===== src/rtl/pcileech_bar_pkg.sv =====
// ============================================================================
// Module   : pcileech_bar_pkg
// Purpose  : Shared types and constants for the BAR read initiator.
// Revision : 1.0 - initial release
// ============================================================================
`default_nettype none

package pcileech_bar_pkg;

  typedef enum logic [1:0] {
    ST_IDLE  = 2'd0,
    ST_ISSUE = 2'd1,
    ST_DRAIN = 2'd2,
    ST_ERR   = 2'd3
  } bar_rd_state_t;

  localparam int CTX_W          = 88;
  localparam int CTX_LAST       = 0;
  localparam int CTX_IDX_LO     = 1;
  localparam int CTX_IDX_HI     = 10;
  localparam int CTX_GEN        = 11;
  localparam int RD_CREDITS     = 4;
  localparam int CPL_FIFO_DEPTH = 4;

  typedef struct packed {
    logic [31:0]      data;
    logic [CTX_W-1:0] ctx;
    logic             last;
    logic             err;
  } cpl_beat_t;

  function automatic logic [CTX_W-1:0] rd_ctx_pack(
    input logic [CTX_W-1:CTX_GEN+1]       hi,
    input logic                           gen,
    input logic [CTX_IDX_HI:CTX_IDX_LO]   idx,
    input logic                           last
  );
    return {hi, gen, idx, last};
  endfunction

endpackage

`default_nettype wire


===== src/rtl/pcileech_bar_cpl_fifo.sv =====
// ============================================================================
// Module   : pcileech_bar_cpl_fifo
// Purpose  : 4-entry first-word-fall-through completion beat FIFO.
// Revision : 1.0 - initial release
// ============================================================================
`default_nettype none

module pcileech_bar_cpl_fifo
  import pcileech_bar_pkg::*;
(
  input  logic      clk,
  input  logic      rst,
  input  logic      push,
  input  cpl_beat_t din,
  input  logic      pop,
  output cpl_beat_t dout,
  output logic      full,
  output logic      empty,
  output logic [2:0] count
);

  cpl_beat_t  r_mem [CPL_FIFO_DEPTH];
  logic [1:0] r_wr_ptr;
  logic [1:0] r_rd_ptr;
  logic [2:0] r_count;
  logic       w_push;
  logic       w_pop;

  assign w_push = push && !full;
  assign w_pop  = pop && !empty;

  // Storage is reset too so the completion outputs read zero during reset.
  always_ff @(posedge clk or negedge rst) begin
    if (!rst) begin
      for (int i = 0; i < CPL_FIFO_DEPTH; i++) begin
        r_mem[i] <= '0;
      end
      r_wr_ptr <= 2'd0;
      r_rd_ptr <= 2'd0;
      r_count  <= 3'd0;
    end else begin
      if (w_push) begin
        r_mem[r_wr_ptr] <= din;
        r_wr_ptr        <= r_wr_ptr + 2'd1;
      end
      if (w_pop) begin
        r_rd_ptr <= r_rd_ptr + 2'd1;
      end
      case ({w_push, w_pop})
        2'b10:   r_count <= r_count + 3'd1;
        2'b01:   r_count <= r_count - 3'd1;
        default: r_count <= r_count;
      endcase
    end
  end

  assign full  = (r_count == 3'd4);
  assign empty = (r_count == 3'd0);
  assign count = r_count;
  assign dout  = r_mem[r_rd_ptr];

endmodule

`default_nettype wire


===== src/rtl/pcileech_bar_rd_initiator.sv =====
// ============================================================================
// Module   : pcileech_bar_rd_initiator
// Purpose  : Splits a multi-DW BAR read into per-DW reads and returns beats.
//            Optional response timeout: PCILEECH_BAR_RDINIT_TIMEOUT_EN.
// Revision : 1.0 - initial release
// ============================================================================
`default_nettype none

module pcileech_bar_rd_initiator
  import pcileech_bar_pkg::*;
#(
  parameter int TIMEOUT_CYCLES = 64
) (
  input  logic              clk,
  input  logic              rst,
  input  logic              req_valid,
  output logic              req_ready,
  input  logic [31:0]       req_addr,
  input  logic [9:0]        req_len_dw,
  input  logic [CTX_W-1:0]  req_ctx,
  output logic [CTX_W-1:0]  rd_req_ctx,
  output logic [31:0]       rd_req_addr,
  output logic              rd_req_valid,
  input  logic [CTX_W-1:0]  rd_rsp_ctx,
  input  logic [31:0]       rd_rsp_data,
  input  logic              rd_rsp_valid,
  output logic              cpl_valid,
  input  logic              cpl_ready,
  output logic [31:0]       cpl_data,
  output logic [CTX_W-1:0]  cpl_ctx,
  output logic              cpl_last,
  output logic              cpl_err
);

  bar_rd_state_t              r_state;
  bar_rd_state_t              w_state_nxt;
  logic                       r_rst_done;
  logic [29:0]                r_base;
  logic [CTX_W-1:CTX_GEN+1]   r_ctx_hi;
  logic [9:0]                 r_last_idx;
  logic [9:0]                 r_idx;
  logic [2:0]                 r_outstanding;

  logic                       w_gen;
  logic                       w_timeout;
  logic                       w_req_fire;
  logic [3:0]                 w_in_flight;
  logic                       w_issue;
  logic                       w_issue_last;
  logic                       w_rsp_acc;
  logic                       w_rsp_last;
  logic                       w_err_push;
  logic                       w_fifo_push;
  logic                       w_fifo_full;
  logic                       w_fifo_empty;
  logic [2:0]                 w_fifo_count;
  cpl_beat_t                  w_fifo_din;
  cpl_beat_t                  w_fifo_dout;
  logic [13:0]                w_unused_req;

  assign w_unused_req = {req_ctx[CTX_GEN:0], req_addr[1:0]};

  assign req_ready    = (r_state == ST_IDLE) && r_rst_done;
  assign w_req_fire   = req_valid && req_ready;
  // Credits cover both in-flight reads and FIFO slots, so a reply always has room.
  assign w_in_flight  = {1'b0, r_outstanding} + {1'b0, w_fifo_count};
  assign w_issue      = (r_state == ST_ISSUE) && (w_in_flight < 4'(RD_CREDITS));
  assign w_issue_last = w_issue && (r_idx == r_last_idx);
  assign w_rsp_acc    = rd_rsp_valid && (rd_rsp_ctx[CTX_GEN] == w_gen) &&
                        (r_outstanding != 3'd0);
  assign w_rsp_last   = w_rsp_acc && rd_rsp_ctx[CTX_LAST];
  assign w_err_push   = (r_state == ST_ERR) && !w_fifo_full;

`ifdef PCILEECH_BAR_RDINIT_TIMEOUT_EN
  localparam logic [15:0] c_tmo_last = 16'(TIMEOUT_CYCLES - 1);
  logic [15:0] r_tmo_cnt;
  logic        r_gen;
  logic        w_tmo_run;

  assign w_tmo_run = ((r_state == ST_ISSUE) || (r_state == ST_DRAIN)) &&
                     (r_outstanding != 3'd0);
  assign w_timeout = w_tmo_run && !w_issue && !w_rsp_acc && (r_tmo_cnt == c_tmo_last);
  assign w_gen     = r_gen;

  always_ff @(posedge clk or negedge rst) begin
    if (!rst) begin
      r_tmo_cnt <= 16'd0;
      r_gen     <= 1'b0;
    end else begin
      if (w_timeout || !w_tmo_run || w_issue || w_rsp_acc) begin
        r_tmo_cnt <= 16'd0;
      end else begin
        r_tmo_cnt <= r_tmo_cnt + 16'd1;
      end
      if (w_timeout) begin
        r_gen <= ~r_gen;
      end
    end
  end

  assign cpl_err = w_fifo_dout.err;
`else
  logic [15:0] w_unused_tmo_cfg;
  logic        w_unused_err;

  assign w_unused_tmo_cfg = 16'(TIMEOUT_CYCLES);
  assign w_unused_err     = w_fifo_dout.err;
  assign w_timeout        = 1'b0;
  assign w_gen            = 1'b0;
  assign cpl_err          = 1'b0;
`endif

  always_comb begin
    w_state_nxt = r_state;
    case (r_state)
      ST_IDLE: begin
        if (w_req_fire) w_state_nxt = ST_ISSUE;
      end
      ST_ISSUE: begin
        if (w_timeout)         w_state_nxt = ST_ERR;
        else if (w_issue_last) w_state_nxt = ST_DRAIN;
      end
      ST_DRAIN: begin
        if (w_timeout)       w_state_nxt = ST_ERR;
        else if (w_rsp_last) w_state_nxt = ST_IDLE;
      end
      ST_ERR: begin
        if (w_err_push) w_state_nxt = ST_IDLE;
      end
      default: w_state_nxt = ST_IDLE;
    endcase
  end

  always_ff @(posedge clk or negedge rst) begin
    if (!rst) begin
      r_state       <= ST_IDLE;
      r_rst_done    <= 1'b0;
      r_base        <= 30'd0;
      r_ctx_hi      <= '0;
      r_last_idx    <= 10'd0;
      r_idx         <= 10'd0;
      r_outstanding <= 3'd0;
    end else begin
      r_state    <= w_state_nxt;
      r_rst_done <= 1'b1;
      if (w_req_fire) begin
        r_base     <= req_addr[31:2];
        r_ctx_hi   <= req_ctx[CTX_W-1:CTX_GEN+1];
        r_last_idx <= req_len_dw - 10'd1;   // length 0 wraps to index 1023
        r_idx      <= 10'd0;
      end else if (w_issue) begin
        r_idx <= r_idx + 10'd1;
      end
      if (w_timeout) begin
        r_outstanding <= 3'd0;
      end else begin
        case ({w_issue, w_rsp_acc})
          2'b10:   r_outstanding <= r_outstanding + 3'd1;
          2'b01:   r_outstanding <= r_outstanding - 3'd1;
          default: r_outstanding <= r_outstanding;
        endcase
      end
    end
  end

  assign rd_req_valid = w_issue;
  assign rd_req_addr  = w_issue ? ({r_base, 2'b00} + {20'd0, r_idx, 2'b00}) : 32'd0;
  assign rd_req_ctx   = w_issue ? rd_ctx_pack(r_ctx_hi, w_gen, r_idx, (r_idx == r_last_idx))
                                : '0;

  // Only one source can push per cycle: outstanding is zero while in ERR.
  assign w_fifo_push = w_rsp_acc || w_err_push;

  always_comb begin
    w_fifo_din = '0;
    if (r_state == ST_ERR) begin
      w_fifo_din.data = 32'hFFFF_FFFF;
      w_fifo_din.ctx  = rd_ctx_pack(r_ctx_hi, w_gen, r_last_idx, 1'b1);
      w_fifo_din.last = 1'b1;
      w_fifo_din.err  = 1'b1;
    end else begin
      w_fifo_din.data = rd_rsp_data;
      w_fifo_din.ctx  = rd_rsp_ctx;
      w_fifo_din.last = rd_rsp_ctx[CTX_LAST];
      w_fifo_din.err  = 1'b0;
    end
  end

  pcileech_bar_cpl_fifo u_cpl_fifo (
    .clk   (clk),
    .rst   (rst),
    .push  (w_fifo_push),
    .din   (w_fifo_din),
    .pop   (cpl_valid && cpl_ready),
    .dout  (w_fifo_dout),
    .full  (w_fifo_full),
    .empty (w_fifo_empty),
    .count (w_fifo_count)
  );

  assign cpl_valid = !w_fifo_empty;
  assign cpl_data  = w_fifo_dout.data;
  assign cpl_ctx   = w_fifo_dout.ctx;
  assign cpl_last  = w_fifo_dout.last;

endmodule

`default_nettype wire


===== config.mk =====
export PLATFORM = sky130hd
export DESIGN_NAME = pcileech_bar_rd_initiator
export DESIGN_NICKNAME = d
export VERILOG_FILES = /design/src/rtl/pcileech_bar_pkg.sv /design/src/rtl/pcileech_bar_cpl_fifo.sv /design/src/rtl/pcileech_bar_rd_initiator.sv
export SDC_FILE = /design/constraint.sdc
export NUM_CORES = 1
export LEC_CHECK = 0
export BUFFER_PORTS_ARGS = -buffer_cell sky130_fd_sc_hd__buf_4
export CAP_MARGIN = 40
export CORE_UTILIZATION = 55
export CTS_CLUSTER_DIAMETER = 150
export DETAILED_ROUTE_END_ITERATION = 10
export PLACE_DENSITY = 0.79
export SYNTH_ARGS = -nofsm -noshare
export SYNTH_HDL_FRONTEND = slang
export SYNTH_SLANG_ARGS = --single-unit
export TNS_END_PERCENT = 5

===== constraint.sdc =====
create_clock -name clk -period 5.2 [get_ports clk]
set_clock_uncertainty 0.05 [all_clocks]
set_input_delay 0.52 -clock clk [delete_from_list [all_inputs] [get_ports clk]]
set_output_delay 0.52 -clock clk [all_outputs]
set_load 0.03 [all_outputs]

# Yosys cells after proc, flatten, opt, wreduce, memory -nomap -nowiden
# Index checks and enable logic that the tools add are counted.
[word_totals] ff_bits=627 inputBits=255 out_inout_bits=245 wordCells=96
[op_classes] addsub=10 magnitude_cmp=4 eq_ne=13 n_mux=18 bitwise_logic=3 reduce_logical=22
[ops] cell="bitwise mux 488 bit" count=1
[ops] cell="two-way mux 122 bit" count=4
[ops] cell="binary-select mux 122 bit (select 2 bit)" count=1
[ops] cell="demux 122 bit (select 2 bit)" count=1
[ops] cell="two-way mux 88 bit" count=1
[ops] cell="adder 32 x 12 -> 32 bit" count=1
[ops] cell="two-way mux 32 bit" count=1
[ops] cell="two-way mux 10 bit" count=2
[ops] cell="logical AND 1 bit" count=12
[ops] cell="case mux 3 bit (2 select lines)" count=2
[ops] cell="adder 10 x 1 -> 10 bit, second input constant" count=1
[ops] cell="equality test 10 bit" count=1
[ops] cell="subtractor 10 x 1 -> 10 bit, second input constant" count=1
[ops] cell="equality test 2 bit, second input constant" count=4
[ops] cell="two-way mux 2 bit" count=4
[ops] cell="inequality test 2 bit, second input constant" count=4
[ops] cell="case mux 2 bit (4 select lines)" count=1
[ops] cell="adder 3 x 1 -> 3 bit, second input constant" count=2
[ops] cell="equality test 2 x 1 -> 1 bit, second input constant" count=3
[ops] cell="greater-or-equal comparator 3 bit, second input constant" count=2
[ops] cell="NOT 2 -> 3 bit" count=2
[ops] cell="nonzero test 2 bit" count=3
[ops] cell="subtractor 3 x 1 -> 3 bit, second input constant" count=2
[ops] cell="adder 2 x 1 -> 2 bit, second input constant" count=2
[ops] cell="11 further kinds" count=12

# Logic depth before layout (Yosys ltp)
# Gate-level depths: netlist of run 1.
[logic_depth] depth_word=7 mapped_depth=12 ltp_nobuf=10

# Cells and area by module
# A second synthesis of run 1 with hierarchy kept.
[unflattened] cells_unflattened=2223 hier_area_um2=29560.9
[by_module_without_submodules] mod="pcileech_bar_cpl_fifo" instances=1 cells_per_inst=1218 area_each_um2=21281.7 seq_area_each_um2=12386.9
[by_module_without_submodules] mod="pcileech_bar_rd_initiator" instances=1 cells_per_inst=1005 area_each_um2=8279.2 seq_area_each_um2=3303.2

# Least setup slack after synthesis of run 1
# No wires, ideal clock.
[synth_timing] path_kind="flip-flop to output port" startpoint="reg r_idx[0]" endpoint="out rd_req_addr[18]" t_arrival_ps=2598 t_required_ps=4630 path_slack_ps=2032 stages_incl_launch_ff=11 path_buffers=1 cell_sequence="dfrtp_1 ha_1 inv_1 fa_1 nor2b_1 o2111ai_1 nand3_1 nand3_1 buf_2 or3_1 a21oi_1"
[synth_between] elab_chain_len=2
[synth_rtl] element="start, declared" line="pcileech_bar_rd_initiator.sv:41" rtl="logic [9:0] r_idx;"
[synth_rtl] element="start signal, assigned" line="pcileech_bar_rd_initiator.sv:152" rtl="r_idx <= r_idx + 10'd1;"
[synth_rtl] element="adder 32 x 12 -> 32 bit" line="pcileech_bar_rd_initiator.sv:167" rtl="assign rd_req_addr = w_issue ? ({r_base, 2'b00} + {20'd0, r_idx, 2'b00}) : 32'd0;"
[synth_rtl] element="two-way mux 32 bit" line="pcileech_bar_rd_initiator.sv:167"
[synth_rtl] element="end, declared" line="pcileech_bar_rd_initiator.sv:22" rtl="output logic [31:0] rd_req_addr,"
# No other way between the ends.

# Worst setup path after layout of run 1
[layout_timing] startpoint="reg r_idx[0]" endpoint="out rd_req_addr[24]"
# The elaborated chain is that of the path after synthesis.

==> metrics, run 1 <==
outcome completed; CP required 4.63 ns; arrival time at the worst endpoint 3.94 ns; Crit path max-delay family simple AND/OR/NAND/NOR gates; die span in x 227.6 um; crit-path cells ha_1, inv_1, fa_1, nor2b_1, o2111ai_1, nand3_1, nand3_1, or4_1, a21oi_1, buf_4; global-route wire length before repair 116100 um; Cell Area, Synth 27980 um^2; Final setup viols 0; GP Congestion 0.8873; final net count 3175; post-CTS setup buffers 0; aggregate global-route resource usage 28.92%; Antenna Cells 0; Most common cell on crit path nand3_1; EDFF count, synth 0; clk sinks 619; top cell type's share of synthesized area 55.35%; hold_sp req_len_dw[0]; Die Y 227.6 um; Final Hold Vio Count 0; Slowest cell on crit path or4_1; final period utilization 86.71%; DIE AREA 51790 um^2; total negative slack 0 ns; synth unique cells 48; TritonRoute pass-1 iters 5; Fmax achieved 221.8 MHz; vias in the first global route 21.72k; port bufs 481; post-layout min period 4.509 ns; placement row count 82; WHS Path Cells 2; reg-to-reg slack, setup 1.84 ns; core area 50170 um^2; Initial Util 55.78%; reg2reg end u_cpl_fifo.r_mem[108]; share of cells above drive strength 1 28.59%; ys flop type dfrtp_1; CTS tree done; Worst Hold Path EP r_last_idx[0]; Slew HR 39.53%; dpl cell area 31930 um^2; register area 15500 um^2; most frequent cell after synthesis dfrtp_1; peak per-stage delay on the critical path 0.61 ns; DPL Wire Length 49060 um; fin util 67.56%; cell leakage power 15.67 nW; design area 33900 um^2; Avg Cell Area, Syn 11.17 um^2; synth-to-layout area growth 21.13%; Multi-input gate area 11540 um^2; CTS root buffer clkbuf_16; largest net degree at the start of global routing 151; routed wire length 73880 um; Pins Over Slew Limit 0; largest area contributor in the netlist dfrtp_1; setup slack after placement 1.391 ns; RSZ-0062 raised after global routing false; FF-to-FF path depth 6; post-CTS sizing 0; Worst setup EP type primary output; # IOs 500; Syn Inst Count 2505; Clk pin slew, worst setup/hold paths 0.06 ns; vias 20.73k; DR iter-0 viols 1645; Max Cap Viol 0; DRC Markers 0; Slew @ Worst Pin 0.9071 ns; drt wl/cell 20.44 um; top cells by area, synth dfrtp_1, mux4_2, o21ai_0, nand2_1, mux2_2; Fillers 3686; PD cells 716.6 nW/um^2; critical path startpoint category flip-flop; CTS Buf Count 61; register bit total from synthesis 619; via/cell ratio 5.736; antenna violations before repair 1; top post-synthesis cells by count dfrtp_1, nand2_1, o21ai_0; worst vdd ir 505.4 uV; Final ANT Viol Nets 0; crit-path max FO 13; Crit Path Class flip-flop to primary output; WP buf/inv 2; Hold/Removal Path Class input pin to flip-flop; sequential area share after synthesis 55.35%; grt ovf 0; Worst Slack Setup Final 0.6911 ns; Max Root-Sink Buffers 3; YS warnings 0; htree depth 2; worst skew pair latency 0.62 ns; R2R Path Start r_state[0]; asr flop ratio synth 100.0%
[cells in the final DEF, fill, tap and decap left out, types with 22 or more instances in the layout]
| master | netlist | final |
|---|---|---|
| inv_1 | 25 | 25 |
| o21ai_0 | 482 | 482 |
| mux2i_1 | 90 | 90 |
| dfrtp_1 | 619 | 617 |
| xor2_1 | 22 | 22 |
| mux2_2 | 99 | 99 |
| nand2_1 | 508 | 506 |
| and2_1 | 91 | 89 |
| clkbuf_16 | 0 | 61 |
| a21oi_1 | 34 | 34 |
| xnor2_1 | 24 | 24 |
| buf_4 | 8 | 499 |
| mux4_2 | 120 | 120 |
| nor2_1 | 77 | 77 |
[layer usage]
layer / GRT usage (%) / part of all wire [%] / vias up
met2: 48.49 / 50 / 643
li1: - / - / 9427
met4: 12.34 / 4.1 / 2
met3: 5.834 / 5.9 / 157
met1: 36.63 / 40 / 10500
met5: 0 / 0.018 / -
[area by class of cell]
type,instances,share of cell area (%)
clock inverters,20,0.5758
multi-input cells,1679,34.05
well taps,672,2.481
inverters,26,0.2879
clock buffers,88,5.186
repair buffers,510,11.70
flip-flops and latches,619,45.72
[where the power goes]
part | internal [mW] | leakage, nW | switching [mW] | total, mW
logic | 4.68 | 6.99 | 6.72 | 11.4
registers | 7.03 | 7.71 | 1.54 | 8.57
clock network | 2.48 | 0.965 | 1.84 | 4.32
[worst register-to-register path: cells and delay by family, from the launching register on]
family	cells	cell delay, ns
buf+inv	1	0.61
compound gates	2	0.74
simple gates	3	1.37
flops	1	0.44
[worst max path at each step]
stage | cells past startpoint | to | slack (ns) | startpoint
2_1_floorplan | 10 | rd_req_addr[18] | 2.03 | r_idx[0]
3_3_place_gp | 10 | rd_req_addr[24] | 1.47 | r_idx[0]
3_5_place_dp | 10 | rd_req_addr[24] | 1.39 | r_idx[0]
4_1_cts | 10 | rd_req_addr[24] | 0.70 | r_idx[0]
5_1_grt | 10 | rd_req_addr[24] | 0.54 | r_idx[0]
6_report | 10 | rd_req_addr[24] | 0.69 | r_idx[0]
[kinds of logic (layout without fill, tap and decap cells)]
family | count (synthesis) | count (layout) | synth area share [%]
compound gates | 547 | 547 | 9.966
simple gates | 749 | 749 | 11.61
flops | 619 | 619 | 55.35
mux | 309 | 309 | 16.86
other cells | 2 | 5 | 0.02684
fa+ha+maj | 23 | 23 | 1.109
buf+inv | 210 | 644 | 3.635
xor+xnor | 46 | 46 | 1.440
[flip-flops by register name, indices dropped and copies added (netlist names)]
| signal | count |
|---|---|
| r_outstanding | 3 |
| r_base | 30 |
| u_cpl_fifo.r_wr_ptr | 2 |
| u_cpl_fifo.r_rd_ptr | 2 |
| r_state | 2 |
| r_idx | 10 |
| r_ctx_hi | 76 |
| u_cpl_fifo.r_mem | 480 |
| r_last_idx | 10 |
| u_cpl_fifo.count | 3 |
| r_rst_done | 1 |
[per-stage QoR]
stage	power (mW)	instances	hold slack, ns
6_report	24.29	3614	0.05113
3_3_place_gp	19.47	3503	0.4058
5_1_grt	25.66	3614	0.02847
4_1_cts	24.41	3614	0.01733
3_5_place_dp	20.02	3505	0.4154
2_1_floorplan	15.82	2508	0.1744
[what timing repair did]
item                                    4_1_cts  5_1_grt
endpoints found under the hold margin        97        0
endpoints found under the setup margin        0        0
hold buffers                                  1        0
(Power assumes the default switching activity.)
==> run 2, diff against run 1 <==
--- a/config.mk
+++ b/config.mk
@@ -7,10 +7,12 @@
 export LEC_CHECK = 0
 export BUFFER_PORTS_ARGS = -buffer_cell sky130_fd_sc_hd__buf_4
 export CAP_MARGIN = 40
-export CORE_UTILIZATION = 55
+export CELL_PAD_IN_SITES_DETAIL_PLACEMENT = 1
+export CELL_PAD_IN_SITES_GLOBAL_PLACEMENT = 1
+export CORE_UTILIZATION = 48
 export CTS_CLUSTER_DIAMETER = 150
 export DETAILED_ROUTE_END_ITERATION = 10
-export PLACE_DENSITY = 0.79
+export PLACE_DENSITY_LB_ADDON = 0.1
 export SYNTH_ARGS = -nofsm -noshare
 export SYNTH_HDL_FRONTEND = slang
 export SYNTH_SLANG_ARGS = --single-unit
==> run 2 against run 1 <==
Sequential share of layout area shrank 0.79 points. Power grew 4.0%. Global-route usage shrank 0.84 points. Sequential power is essentially flat. Die area grew 14%. Utilization shrank 7.8 points. Setup slack gained 0.12 ns. Via count grew 0.52%. Clock-buffer cell count grew 18. Flip-flop and latch count is the same. Non-clock buffer count shrank 6. Hold slack gained 0.015 ns. Critical path type unchanged. Critical endpoint is now rd_req_addr[30]. Highest routed layer is now met4.
==> metrics, run 2 (synthesized netlist as in run 1, its figures left out) <==
max FFs per register 480; grt ovf 0; reg-to-reg slack, setup 1.75 ns; RSZ-0062 raised after global routing false; worst skew pair latency 0.61 ns; crit-path max FO 13; combinational share of power 45.6%; Die Y 243.5 um; aggregate global-route resource usage 28.08%; vias 20.84k; setup slack after placement 1.436 ns; Fillers 6068; global-route wire length before repair 130200 um; outcome completed; PD cells 732.3 nW/um^2; largest net degree at the start of global routing 164; Most common cell on crit path nand3_1; Crit Path Class flip-flop to primary output; Slew HR 34.69%; FF-to-FF path depth 7; worst vdd ir 445.4 uV; cell leakage power 15.89 nW; Multi-input gate area 11540 um^2; Clk pin slew, worst setup/hold paths 0.06 ns; arrival time at the worst endpoint 3.82 ns; commonest non-fill, non-tap cell in the layout dfrtp_1; DPL Wire Length 53040 um; TritonRoute pass-1 iters 5; CTS root buffer clkbuf_16; # IOs 500; crit-path cells ha_1, inv_1, fa_1, nor2b_1, o2111ai_1, nand3_1, nand3_1, or4_1, a21oi_1, buf_4; reg2reg end u_cpl_fifo.r_mem[240]; Final Hold Vio Count 0; share of cells above drive strength 1 28.87%; sw frac 41.22%; biggest regs u_cpl_fifo.r_mem x480, r_ctx_hi x76, r_base x30; Max Root-Sink Buffers 3; WHS Path Cells 2; final period utilization 84.49%; Worst Hold Path EP r_last_idx[0]; Pins Over Slew Limit 0; R2R Path Start r_state[0]; Fmax achieved 227.6 MHz; internal power 14.85 mW; register share of total power 34.0%; Max Cap Viol 0; drt wl/cell 21.94 um; DIE AREA 59270 um^2; CTS Buf Count 70; Hold/Removal Path Class input pin to flip-flop; register area 15500 um^2; Slowest cell on crit path or4_1; CP required 4.63 ns; hold buffers post-CTS 1; port bufs 481; CTS tree done; post-CTS sizing 0; critical path startpoint category flip-flop; Worst Slack Setup Final 0.8064 ns; synth-to-layout area growth 23.25%; Slew @ Worst Pin 0.9797 ns; net load switching power 10.41 mW; core area 57700 um^2; hold_sp req_len_dw[0]; Initial Util 48.50%; Worst setup EP type primary output; commonest non-fill, non-tap cells in the layout dfrtp_1, nand2_1, buf_4; placement row count 88; via/cell ratio 5.597; clk sinks 619; GP Congestion 0.8308; htree depth 3; peak per-stage delay on the critical path 0.60 ns; antenna violations before repair 3; post-layout min period 4.394 ns; DRC Markers 0; final net count 3178; die span in x 243.5 um; DR iter-0 viols 1054; fin util 59.78%; Most flops, register u_cpl_fifo.r_mem; post-CTS setup buffers 0; total negative slack 0 ns; routed wire length 81700 um; Final ANT Viol Nets 0; vias in the first global route 23.35k; Final setup viols 0; Clock Power Share 20.4%
run 2: cell types whose count changed in the layout (fill, tap and decap cells not counted), sizes merged:
cell / delta
clkinvlp: -1
bufinv: +3
buf: -6
diode: +3
inv: -1
clkbuf: +18
run 2: metrics by stage:
step	hold WS, ns	std cells	instance area, um^2	power, mW
after detailed placement	0.4159	3592	32050	20.20
final	0.06615	3723	34490	25.26
after floorplan	0.1744	2508	28000	15.82
after global placement	0.4056	3588	31960	19.57
after CTS	0.03044	3720	34480	25.52
after global routing	0.05003	3723	34490	26.70
run 2: power groups by stage:
stage               sequential (mW)  combinational, mW  clock, mW
floorplan                      7.96               7.86          0
global placement               8.37               11.2          0
detailed placement             8.62               11.6          0
CTS                            8.58               11.7       5.26
global route                   8.86               12.4       5.43
finish                         8.59               11.5       5.16
run 2: area by class of cell:
type,instances,share of cell area [%]
Sequential cell,619,44.93
Multi-Input combinational cell,1679,33.45
Timing Repair Buffer,504,11.51
Clock buffer,106,6.211
Tap cell,765,2.775
Clock inverter,21,0.8126
Inverter,26,0.2830
Antenna cell,3,0.02177
run 2: routing by layer:
metal	global-route usage (%)	routed length [um]	share of wire (%)	vias up
met5	0	0	0	-
met3	5.728	4079	5.0	136
li1	-	-	-	9464
met2	48.58	41710	51	454
met1	35.10	33520	41	10780
met4	9.397	2384	2.9	0
run 2: worst max-delay path by stage:
stage / start / to / slack (ns) / depth (start not counted)
3_5_place_dp: r_idx[0] / rd_req_addr[30] / 1.44 / 10
3_3_place_gp: r_idx[0] / rd_req_addr[30] / 1.50 / 10
5_1_grt: r_idx[0] / rd_req_addr[30] / 0.56 / 10
6_report: r_idx[0] / rd_req_addr[30] / 0.81 / 10
4_1_cts: r_idx[0] / rd_req_addr[30] / 0.77 / 10
2_1_floorplan: r_idx[0] / rd_req_addr[18] / 2.03 / 10
run 2: worst max-delay path, delay by kind of cell, from the launching register on:
kind	cells	cell delay (ns)
flops	1	0.52
buf+inv	2	0.28
compound gates	2	0.43
simple gates	4	1.38
fa+ha+maj	2	0.61
==> run 3, diff against run 2 <==
--- a/config.mk
+++ b/config.mk
@@ -9,7 +9,7 @@
 export CAP_MARGIN = 40
 export CELL_PAD_IN_SITES_DETAIL_PLACEMENT = 1
 export CELL_PAD_IN_SITES_GLOBAL_PLACEMENT = 1
-export CORE_UTILIZATION = 48
+export CORE_UTILIZATION = 44
 export CTS_CLUSTER_DIAMETER = 150
 export DETAILED_ROUTE_END_ITERATION = 10
 export PLACE_DENSITY_LB_ADDON = 0.1
==> constraint.sdc (replaced) <==
create_clock -name clk -period 4.4 [get_ports clk]
set_clock_uncertainty 0.05 [all_clocks]
set_input_delay 0.44 -clock clk [delete_from_list [all_inputs] [get_ports clk]]
set_output_delay 0.44 -clock clk [all_outputs]
set_load 0.03 [all_outputs]
==> run 3 against run 2 <==
Utilization decreased by 3.9 points. Wire length grew 1.7%. Die area increased by 9.0%. Sequential share of layout area decreased by 0.90 points. Register-to-register slack lost 0.42 ns. Critical endpoint is now rd_req_addr[24]. Flip-flop and latch count did not move.
==> metrics, run 3 (synthesized netlist as in run 1, its figures left out) <==
PD cells 843.2 nW/um^2; largest net degree at the start of global routing 152; setup slack after placement 0.6677 ns; cell total after placement 3681; dpl cell area 32280 um^2; total negative slack 0 ns; DIE AREA 64610 um^2; crit path from r_idx[0]; antenna violations before repair 1; Pins Over Slew Limit 0; DPL Wire Length 53600 um; GP Congestion 0.8249; CTS root buffer clkbuf_16; commonest non-fill, non-tap cell in the layout dfrtp_1; TritonRoute pass-1 iters 5; cell leakage power 16.16 nW; CTS Buf Count 70; worst vdd ir 505.0 uV; crit-path max FO 13; CP required 3.91 ns; post-layout min period 4.107 ns; CTS tree done; commonest non-fill, non-tap cells in the layout dfrtp_1, nand2_1, buf_4; worst skew pair latency 0.60 ns; hold_sp req_ctx[74]; # IOs 500; clk sinks 619; RSZ-0062 raised after global routing false; Worst Slack Setup Final 0.2929 ns; register area 15500 um^2; Initial Util 44.44%; global-route wire length before repair 129600 um; Hold/Removal Path Class input pin to flip-flop; final period utilization 93.34%; reg-to-reg slack, setup 1.33 ns; FF-to-FF path depth 7; Fmax achieved 243.5 MHz; Crit Path Class flip-flop to primary output; Slew HR 18.70%; Multi-input gate area 11550 um^2; grt ovf 0; vias 20.81k; Max Root-Sink Buffers 3; vias in the first global route 23.07k; DR iter-0 viols 952; post-CTS setup buffers 0; drt wl/cell 21.50 um; design area 35190 um^2; placement row count 92; Most flops, register u_cpl_fifo.r_mem; R2R Path Start r_outstanding[0]; Max Cap Viol 0; arrival time at the worst endpoint 3.62 ns; Die Y 254.2 um; Clk pin slew, worst setup/hold paths 0.05 ns; Final Hold Vio Count 0; aggregate global-route resource usage 25.92%; reg2reg end u_cpl_fifo.r_mem[278]; htree depth 3; critical path startpoint category flip-flop; share of cells above drive strength 1 28.45%; Final ANT Viol Nets 0; via/cell ratio 5.383; synth-to-layout area growth 25.76%; die span in x 254.2 um; Final setup viols 0; final net count 3246; biggest regs u_cpl_fifo.r_mem x480, r_ctx_hi x76, r_base x30; Overall Power 29.67 mW; Post-Layout Cell Count 3865; Slew @ Worst Pin 1.220 ns; Worst setup EP type primary output; routed wire length 83090 um; max FFs per register 480; outcome completed; core area 62970 um^2; port bufs 481; crit path to rd_req_addr[24]; DRC Markers 0; Antenna Cells 0; Fillers 6675
run 3: cell types whose count changed in the layout (fill, tap and decap cells not counted), sizes merged:
| cell | before | now |
|---|---|---|
| clkinvlp | 1 | 0 |
| bufinv | 6 | 0 |
| dlygate4sd3 | 1 | 61 |
| clkinv | 12 | 11 |
| clkbuf | 106 | 110 |
| diode | 3 | 0 |
| buf | 503 | 511 |
run 3: per-layer routing:
| layer | part of all wire, % | wire length (um) | vias up | GRT usage [%] |
|---|---|---|---|---|
| li1 | - | - | 9566 | - |
| met1 | 41 | 33810 | 10650 | 31.92 |
| met2 | 51 | 42190 | 445 | 44.74 |
| met3 | 5.3 | 4437 | 141 | 6.124 |
| met4 | 3.2 | 2634 | 2 | 8.675 |
| met5 | 0.024 | 20 | - | 0 |
run 3: where the power goes:
part	switching, mW	internal (mW)
sequential	1.77	8.31
combinational	8.18	5.62
clock	2.36	3.44
total	12.3	17.4
run 3: worst min path at each step:
| stage | end | slack (ns) | depth (start not counted) |
|---|---|---|---|
| 3_3_place_gp | u_cpl_fifo.r_mem[394] | 0.41 | 2 |
| 6_report | r_ctx_hi[74] | 0.03 | 2 |
| 5_1_grt | r_ctx_hi[32] | 0.002 | 2 |
| 4_1_cts | r_base[24] | 0.00001 | 3 |
| 2_1_floorplan | r_base[0] | 0.09 | 0 |
| 3_5_place_dp | u_cpl_fifo.r_mem[8] | 0.41 | 2 |
run 3: area by class of cell:
type | instances | area share (%)
clock buffer | 110 | 6.271
clock inverter | 13 | 0.2382
inverter | 26 | 0.2773
multi-input combinational | 1679 | 32.82
sequential | 619 | 44.03
tap | 846 | 3.008
timing repair buffer | 572 | 13.35
run 3: stage by stage:
step	utilization [%]	hold WS [ns]
2_1_floorplan	-	0.09441
3_3_place_gp	51.22	0.4056
3_5_place_dp	51.27	0.4149
4_1_cts	55.87	0.00001005
5_1_grt	55.89	0.002038
6_report	55.89	0.02872
run 3: what timing repair did:
| action | in CTS | in global routing |
|---|---|---|
| endpoints found under the setup margin | 0 | 4 |
| hold buffers | 61 | 0 |
| resized for setup | 0 | 2 |
| endpoints found under the hold margin | 164 | 0 |
run 3: critical path, cell delays in order (launching register included):
cell and delay, ns:
dfrtp_1 0.50, ha_1 0.24, inv_1 0.06, fa_1 0.37
nor2b_1 0.22, o2111ai_1 0.15, nand3_1 0.22, nand3_4 0.20
or4_1 0.52, a21oi_1 0.30, buf_4 0.23
